==> config.mk <==
export PLATFORM = sky130hd
export DESIGN_NAME = fetch_stage_flat
export DESIGN_NICKNAME = d
export VERILOG_FILES = /design/src/rtl/fetch_stage_if.sv /design/src/rtl/fetch_stage.sv /design/src/flat_wrapper.sv
export SDC_FILE = /design/constraint.sdc
export NUM_CORES = 1
export LEC_CHECK = 0
export ABC_AREA = 1
export BUFFER_PORTS_ARGS = -buffer_cell sky130_fd_sc_hd__buf_2
export CORE_MARGIN = 3
export CORE_UTILIZATION = 55
export CTS_CLUSTER_DIAMETER = 120
export CTS_CLUSTER_SIZE = 25
export DETAILED_ROUTE_END_ITERATION = 10
export PLACE_DENSITY_LB_ADDON = 0.15
export SLEW_MARGIN = 20
export SYNTH_ARGS = -nofsm -noshare
export SYNTH_HDL_FRONTEND = slang
export SYNTH_SLANG_ARGS = --single-unit
==> constraint.sdc <==
create_clock -name clk -period 7.35 [get_ports clk]
set_clock_uncertainty 0.15 [all_clocks]
set_input_delay 1.1025 -clock clk [delete_from_list [all_inputs] [get_ports clk]]
set_output_delay 1.1025 -clock clk [all_outputs]
set_load 0.01 [all_outputs]
==> src/rtl/fetch_stage_if.sv <==
// rtl/fetch_stage_if.sv - instruction memory req/ack bus between fetch stage and imem
interface fetch_stage_if;
  logic        imem_req;
  logic [31:0] imem_addr;
  logic        imem_ack;
  logic [31:0] imem_rdata;

  modport master (
    output imem_req,
    output imem_addr,
    input  imem_ack,
    input  imem_rdata
  );

  modport slave (
    input  imem_req,
    input  imem_addr,
    output imem_ack,
    output imem_rdata
  );
endinterface

==> src/rtl/fetch_stage.sv <==
// rtl/fetch_stage.sv - instruction fetch with one-outstanding imem request plus IF/ID register
module fetch_stage #(
  parameter logic [31:0] RESET_PC  = 32'h0000_0000,
  parameter logic [31:0] NOP_INSTR = 32'hE1A0_0000
) (
  input  logic          clk,
  input  logic          reset,
  input  logic          StallD,
  input  logic          FlushD,
  input  logic          BranchTakenE,
  input  logic [31:0]   ALUResultE,
  input  logic          PCSrcW,
  input  logic [31:0]   ResultW,
  fetch_stage_if.master imem,
  output logic [31:0]   InstrD,
  output logic [31:0]   PCPlus8D,
  output logic          ValidD,
  output logic          FetchBusy
);

  typedef enum logic [1:0] {ST_RST, ST_REQ, ST_HOLD, ST_DROP} state_e;

  state_e      state_q, state_d;
  logic [31:0] pcf_q, pcf_d;
  logic [31:0] addr_q, addr_d;
  logic [31:0] buf_q, buf_d;
  logic [31:0] instr_q, instr_d;
  logic [31:0] pc8_q, pc8_d;
  logic        valid_q, valid_d;

  logic        redir;
  logic [31:0] target;
  logic        word_avail;
  logic [31:0] word;
  logic        start_req;

  always_comb begin
    redir      = BranchTakenE | PCSrcW;
    target     = BranchTakenE ? ALUResultE : ResultW;
    state_d    = state_q;
    pcf_d      = pcf_q;
    buf_d      = buf_q;
    word_avail = 1'b0;
    word       = imem.imem_rdata;
    start_req  = 1'b0;

    case (state_q)
      ST_RST: begin
        state_d   = ST_REQ;
        start_req = 1'b1;
      end
      ST_REQ: begin
        word_avail = imem.imem_ack;
        if (imem.imem_ack) begin
          if (redir) begin
            pcf_d     = target;
            start_req = 1'b1;
          end else if (!StallD) begin
            pcf_d     = pcf_q + 32'd4;
            start_req = 1'b1;
          end else begin
            state_d = ST_HOLD;
            buf_d   = imem.imem_rdata;
          end
        end else if (redir) begin
          state_d = ST_DROP;
          pcf_d   = target;
        end
      end
      ST_HOLD: begin
        word_avail = 1'b1;
        word       = buf_q;
        if (redir) begin
          state_d   = ST_REQ;
          pcf_d     = target;
          start_req = 1'b1;
        end else if (!StallD) begin
          state_d   = ST_REQ;
          pcf_d     = pcf_q + 32'd4;
          start_req = 1'b1;
        end
      end
      ST_DROP: begin
        // The stale response must drain before the redirected fetch can issue.
        if (redir) pcf_d = target;
        if (imem.imem_ack) begin
          state_d   = ST_REQ;
          start_req = 1'b1;
        end
      end
      default: state_d = ST_RST;
    endcase

    addr_d = start_req ? pcf_d : addr_q;

    instr_d = instr_q;
    pc8_d   = pc8_q;
    valid_d = valid_q;
    if (!StallD) begin
      if (FlushD || redir || !word_avail) begin
        instr_d = NOP_INSTR;
        pc8_d   = pcf_q + 32'd8;
        valid_d = 1'b0;
      end else begin
        instr_d = word;
        pc8_d   = addr_q + 32'd8;
        valid_d = 1'b1;
      end
    end
  end

  always_ff @(posedge clk or negedge reset) begin
    if (!reset) begin
      state_q <= ST_RST;
      pcf_q   <= RESET_PC;
      addr_q  <= 32'd0;
      buf_q   <= 32'd0;
      instr_q <= NOP_INSTR;
      pc8_q   <= 32'd0;
      valid_q <= 1'b0;
    end else begin
      state_q <= state_d;
      pcf_q   <= pcf_d;
      addr_q  <= addr_d;
      buf_q   <= buf_d;
      instr_q <= instr_d;
      pc8_q   <= pc8_d;
      valid_q <= valid_d;
    end
  end

  assign imem.imem_req  = (state_q == ST_REQ) || (state_q == ST_DROP);
  assign imem.imem_addr = addr_q;
  assign FetchBusy      = ((state_q == ST_REQ) && !imem.imem_ack) || (state_q == ST_DROP);
  assign InstrD         = instr_q;
  assign PCPlus8D       = pc8_q;
  assign ValidD         = valid_q;

endmodule

==> src/flat_wrapper.sv <==
// flat-port wrapper written by rule: the top's interface ports become plain ports
module fetch_stage_flat 
#(
  parameter logic [31:0] RESET_PC  = 32'h0000_0000,
  parameter logic [31:0] NOP_INSTR = 32'hE1A0_0000
)
  (clk, reset, StallD, FlushD, BranchTakenE, ALUResultE, PCSrcW, ResultW, InstrD, PCPlus8D, ValidD, FetchBusy, imem_imem_req, imem_imem_addr, imem_imem_ack, imem_imem_rdata);
  fetch_stage_if imem_i ();
  input  logic clk;
  input  logic reset;
  input  logic StallD;
  input  logic FlushD;
  input  logic BranchTakenE;
  input  logic [31:0] ALUResultE;
  input  logic PCSrcW;
  input  logic [31:0] ResultW;
  output logic [31:0] InstrD;
  output logic [31:0] PCPlus8D;
  output logic ValidD;
  output logic FetchBusy;
  output wire logic [$bits(imem_i.imem_req)-1:0] imem_imem_req;
  output wire logic [$bits(imem_i.imem_addr)-1:0] imem_imem_addr;
  input wire logic [$bits(imem_i.imem_ack)-1:0] imem_imem_ack;
  input wire logic [$bits(imem_i.imem_rdata)-1:0] imem_imem_rdata;
  assign imem_imem_req = imem_i.imem_req;
  assign imem_imem_addr = imem_i.imem_addr;
  assign imem_i.imem_ack = imem_imem_ack;
  assign imem_i.imem_rdata = imem_imem_rdata;
  fetch_stage #(.RESET_PC(RESET_PC), .NOP_INSTR(NOP_INSTR)) u_core (.clk(clk), .reset(reset), .StallD(StallD), .FlushD(FlushD), .BranchTakenE(BranchTakenE), .ALUResultE(ALUResultE), .PCSrcW(PCSrcW), .ResultW(ResultW), .imem(imem_i), .InstrD(InstrD), .PCPlus8D(PCPlus8D), .ValidD(ValidD), .FetchBusy(FetchBusy));
endmodule
* After elaboration in Yosys (flattened, before gate mapping)
Index checks and enable logic that the tools add are counted.
** Operators by class
- Mux-type cells :: 24
- Eq/ne operators :: 8
- Bitwise gates (word level) :: 2
- Add/subtract/negate cells :: 3
- Reductions and logical operators :: 10
** Operator list (number)
- $mux W32 :: 8
- $pmux W32 S3 :: 1
- $add A32 B4 Y32 const B :: 2
- $add A32 B3 Y32 const B :: 1
- $mux W2 :: 7
- $ne A3 B2 Y1 const B :: 3
- $pmux W2 S4 :: 1
- $mux W1 :: 5
- $reduce_and A5 Y1 :: 1
- $eq A2 B2 Y1 const B :: 2
- $logic_or A1 B1 Y1 :: 4
- $pmux W1 S4 :: 1
- $reduce_and A4 Y1 :: 1
- $ne A3 B3 Y1 const B :: 1
- $eq A2 B1 Y1 const B :: 1
- $logic_not A1 Y1 :: 2
- $logic_not A2 Y1 :: 1
- $ne A2 B2 Y1 const B :: 1
- $pmux W1 S2 :: 1
- $logic_and A1 B1 Y1 :: 1
- $not A1 Y1 :: 1
- $or A1 B1 Y1 :: 1
** Storage, ports and cells
- Output and inout bits :: 99
- Word-level logic and storage cells :: 54
- Flip-flop bits (word level) :: 163

* Depth between registers and ports, before layout
- Word-level depth :: 5
- Depth in mapped cells :: 18
- Mapped depth without buffers :: 17

* Worst setup path after synthesis
No wires, ideal clock.
- Path type :: in2reg
- Start point :: in FlushD
- End point :: reg u_core.pc8_q[31] (netlist: u_core.PCPlus8D[31])
- Path slack :: 4.254 ns
- Cell stages on the path :: 16
- Library setup time :: 0.117 ns
- Arrival time :: 2.829 ns
- Required time :: 7.083 ns
- Path through :: inv_1 > nand2_1 > nor2_8 > nand2_4 > buf_6 > o21ai_4 > ha_1 > nand3_1 > inv_1 > nand2_1 > nor2_4 > nand2_1 > nand2_1 > nand2_1 > nand2_1 > nand2_1
** On the way
- Cells in the longest elaborated chain, start to end :: 3
** Ends and longest elaborated chain
- start: declaration :: RTL line flat_wrapper.sv:12 : input logic FlushD;
- $logic_or A1 B1 Y1 (2 in series) :: RTL line fetch_stage.sv:100 : if (FlushD || redir || !word_avail) begin
- $mux W32 :: RTL line fetch_stage.sv:100
- end signal: assignment :: RTL line fetch_stage.sv:127 : pc8_q <= pc8_d;
- end: declaration :: RTL line fetch_stage.sv:28 : logic [31:0] pc8_q, pc8_d;
Every way passes these cells.
A chain may end at the register's enable or synchronous reset.

* Worst setup path in the final report
- Start point :: reg u_core.state_q[0]
- End point :: reg u_core.addr_q[28] (netlist: u_core.imem.imem_addr[28])
** On the way
- Cells in the longest elaborated chain, start to end :: 2
- Elaborated cells between the ends (all ways) :: 6
- Those cells by class :: eq/ne: 3; mux: 2; reduce/logical: 1
** Ends and longest elaborated chain
- start: declaration :: RTL line fetch_stage.sv:23 : state_e state_q, state_d;
- start signal: assignment :: RTL line fetch_stage.sv:122 : state_q <= state_d;
- $eq A2 B2 Y1, or another cell as far along :: RTL line fetch_stage.sv:47 : case (state_q)
- $pmux W1 S4 / $pmux W32 S3 (equally long branches) :: RTL line fetch_stage.sv:47
- end signal: assignment :: RTL line fetch_stage.sv:124 : addr_q <= addr_d;
- end: declaration :: RTL line fetch_stage.sv:25 : logic [31:0] addr_q, addr_d;
Several ways; a longest one is shown, not always the timed one.

==> qor.yml <==
status: "finished, final reports clean"
ys_async_sr_fraction_pct: 100
routed_wire_length_per_instance_um: 17.2
finalWirelength_um: 31400
dp_hpwl_um: 22200
placed_cells_incl_taps: 1791
worstSetupEndpointType: "flop"
syn-mean-instance-area_um2: 6.90
summed_negative_setup_slack_over_all_endpoints_ns: 0
hold_viol: 0
synth_top_cells_by_area: "dfrtp_1 (40%), nand2_1 (21%), o21ai_0 (5.7%)"
floorplan.die_area_um2: 19500
final_layout_size_suffix_gt1_share_pct: 17.4
cts_sinks: 163
synth_xor_area_share_pct: 0.0892
worst_path_largest_cell_delay_ns: 0.89
gpl.final_weighted_congestion: 0.962
drv_slew: 0
placed_cell_area_um2: 10900
synth_top_cell_area_share_pct: 40.0
fp.coreArea_um2: 17400
holdCritPathClass: "flop to flop"
grt_start_max_net_pins: 106
start_kind: "flop"
final_cycle_utilization_of_the_critical_path_pct: 68.6
number_of_nets_in_the_synthesized_netlist: 1535
die_width_um: 140
crit_fanout: 39
synth-adder-area-share_pct: 1.02
final_routed_drc_violation_total: 0
number_of_instances_resized_during_post_cts_repair: 0
non_filler_instance_count_after_layout: 1823
fp-row-count: 48
netlist_instances: 1424
worst-endpoint-arrival_ns: 5.21
synth_enable_flop_cells: 0
clock.fmax_mhz: 198
period_needed_ns: 5.04
synth_compound_gate_area_share_pct: 12.6
yosys.area_share.simple_pct: 36.3
num-nets-final: 1696
floorplan.initialDensity_pct: 56.4
most_common_cell_after_layout_fill_and_taps_aside: "nand2_1"
floorplan.io_pins: 202
worst_ir_drop_vdd_mv: 0.319
mostFrequentLayoutCells: "nand2_1 (550), buf_2 (200), dfrtp_1 (157)"
most_prevalent_standard_cell_on_the_critical_path: "nand2_1"
classification_of_the_worst_setup_path: "flop to flop"
cpMaxStageDelayCell: "clkinv_1"
netlist.top_cell.by_area: "dfrtp_1"
place.port_buffers: 201
main_combinational_cell_family_by_area_after_synthesis: "simple AND/OR/NAND/NOR gates"
grt_remaining_overflow: 0
power.static_leakage_uw: 0.00598
synth_area_um2: 9820
h_tree_depth: 4
fin_total_pwr_uw: 4110
clk_path_buf_depth: 2
worstSkewPairLatency_ns: 0.44
routed-via-count: 10254
finalSetupViolations: 0
cap_viol_max_count: 0
root_buffer: "clkbuf_16"
worst_setup_hold_path_clk_slew_ns: 0.07
slew_headroom_pct: 28.8
ys_warn_count: 0
global_route_wire_length_before_repair_um: 49900
hold_slack_ns: 0.326
antenna_violations_before_repair: 0
grt_use_total_pct: 31.8
detail_routed_via_count_per_cell: 5.62
vias_in_the_first_global_route: 9745
count_of_routing_violations_after_the_opening_detailed_route_iteration: 999
cts_post_setup_buffers_inserted: 0
powerDensity_nw_per_um2: 358
yosys_register_bits: 163
area.growth.synth_to_final_pct: 16.9
clock_tree_from_tritoncts: "done"
n_antenna_cell: 0
yosysSeqAreaShare_pct: 41.6
dominant_register_cell_in_the_synthesized_netlist: "dfrtp_1"
cts.hold.buffers_added: 0
drtPass1Iterations: 5
netlist-cell-type-count: 47
tritoncts.num_buffers: 17
antenna_left: 0
tightest_slew_ns: 1.07
crit_chain: "inv_1 > ha_1 > inv_1 > nand2_1 > nand2_1 > nand3_1 > buf_4 > clkinv_1 > nand2_1 > nand2_1"
worst_ep_required_time_ns: 7.52
rsz0062_at_grt: "no"
fp.dieH_um: 140
finish.instance_area_um2: 11500
synthMuxAreaShare_pct: 1.32
==> final timing paths <==
kind	start	endpoint	slack, ns	cells after the start
max	u_core.state_q[0]	u_core.imem.imem_addr[28]	2.31	10
min	u_core.PCPlus8D[26]	u_core.PCPlus8D[26]	0.33	2
max reg2reg	u_core.state_q[0]	u_core.imem.imem_addr[28]	2.31	10
min reg2reg	u_core.PCPlus8D[26]	u_core.PCPlus8D[26]	0.33	2
max in group asynchronous	reset	u_core.imem.imem_addr[13]	5.05	2
min in group asynchronous	reset	u_core.pcf_q[29]	0.63	1
==> worst max-delay path, delay by kind of cell, from the launching register on <==
family        cells  cell delay [ns]
flops             1             0.43
buf+inv           4             2.17
fa+ha+maj         1             0.78
simple gates      5             1.37
==> Yosys cell counts, drive strengths merged, types with 10 or more instances <==
cell type  instances
o22ai             13
a21oi             36
nor3              18
mux2i             13
o21ai            114
o211ai            10
buf               29
nand3             93
clkbuf            37
inv              102
dfrtp            157
nor2             147
nand3b            15
nand2            556
nand4             20
==> metal layers <==
layer / GRT usage [%] / part of all wire (%) / routed length [µm] / vias up
met1: 41.1 / 41 / 13000 / 4759
met2: 52.0 / 47 / 14700 / 454
met3: 7.32 / 7.6 / 2380 / 87
met4: 13.3 / 4.1 / 1300 / 0
li1: - / - / - / 4954
met5: 0 / 0 / 0 / -
==> state kept, by name (all words and copies together) (netlist names) <==
register and count:
u_core.state_q 2, u_core.pcf_q 32, u_core.buf_q 32, u_core.ValidD 1
u_core.imem.imem_addr 32, u_core.PCPlus8D 32, u_core.InstrD 32
==> cell families (layout without fill, tap and decap cells) <==
group,count (synthesis),in the layout
fa+ha+maj,8,8
compound gates,212,212
flops,163,163
xor+xnor,1,1
simple gates,857,857
buf+inv,170,344
mux,13,13
==> metrics by stage <==
step	setup WS [ns]	util, %
after floorplan	4.25	-
after global placement	2.52	62.4
after detailed placement	2.36	62.4
after CTS	2.35	65.9
after global routing	1.89	65.9
final	2.31	65.9
==> report_power, final <==
group	switching, µW	leakage, µW	internal (µW)
clock network	439	0.000297	490
logic	1120	0.00363	527
registers	319	0.00205	1220
==> cell type report <==
| cell class | instances | area [µm²] |
|---|---|---|
| Multi-Input combinational cell | 1091 | 5050 |
| Sequential cell | 163 | 4090 |
| Clock inverter | 15 | 183 |
| Inverter | 104 | 390 |
| Timing Repair Buffer | 208 | 1060 |
| Fill cell | 1627 | 5930 |
| Tap cell | 225 | 282 |
| Clock buffer | 17 | 425 |
No activity file was read; power rests on OpenSTA's default activity.
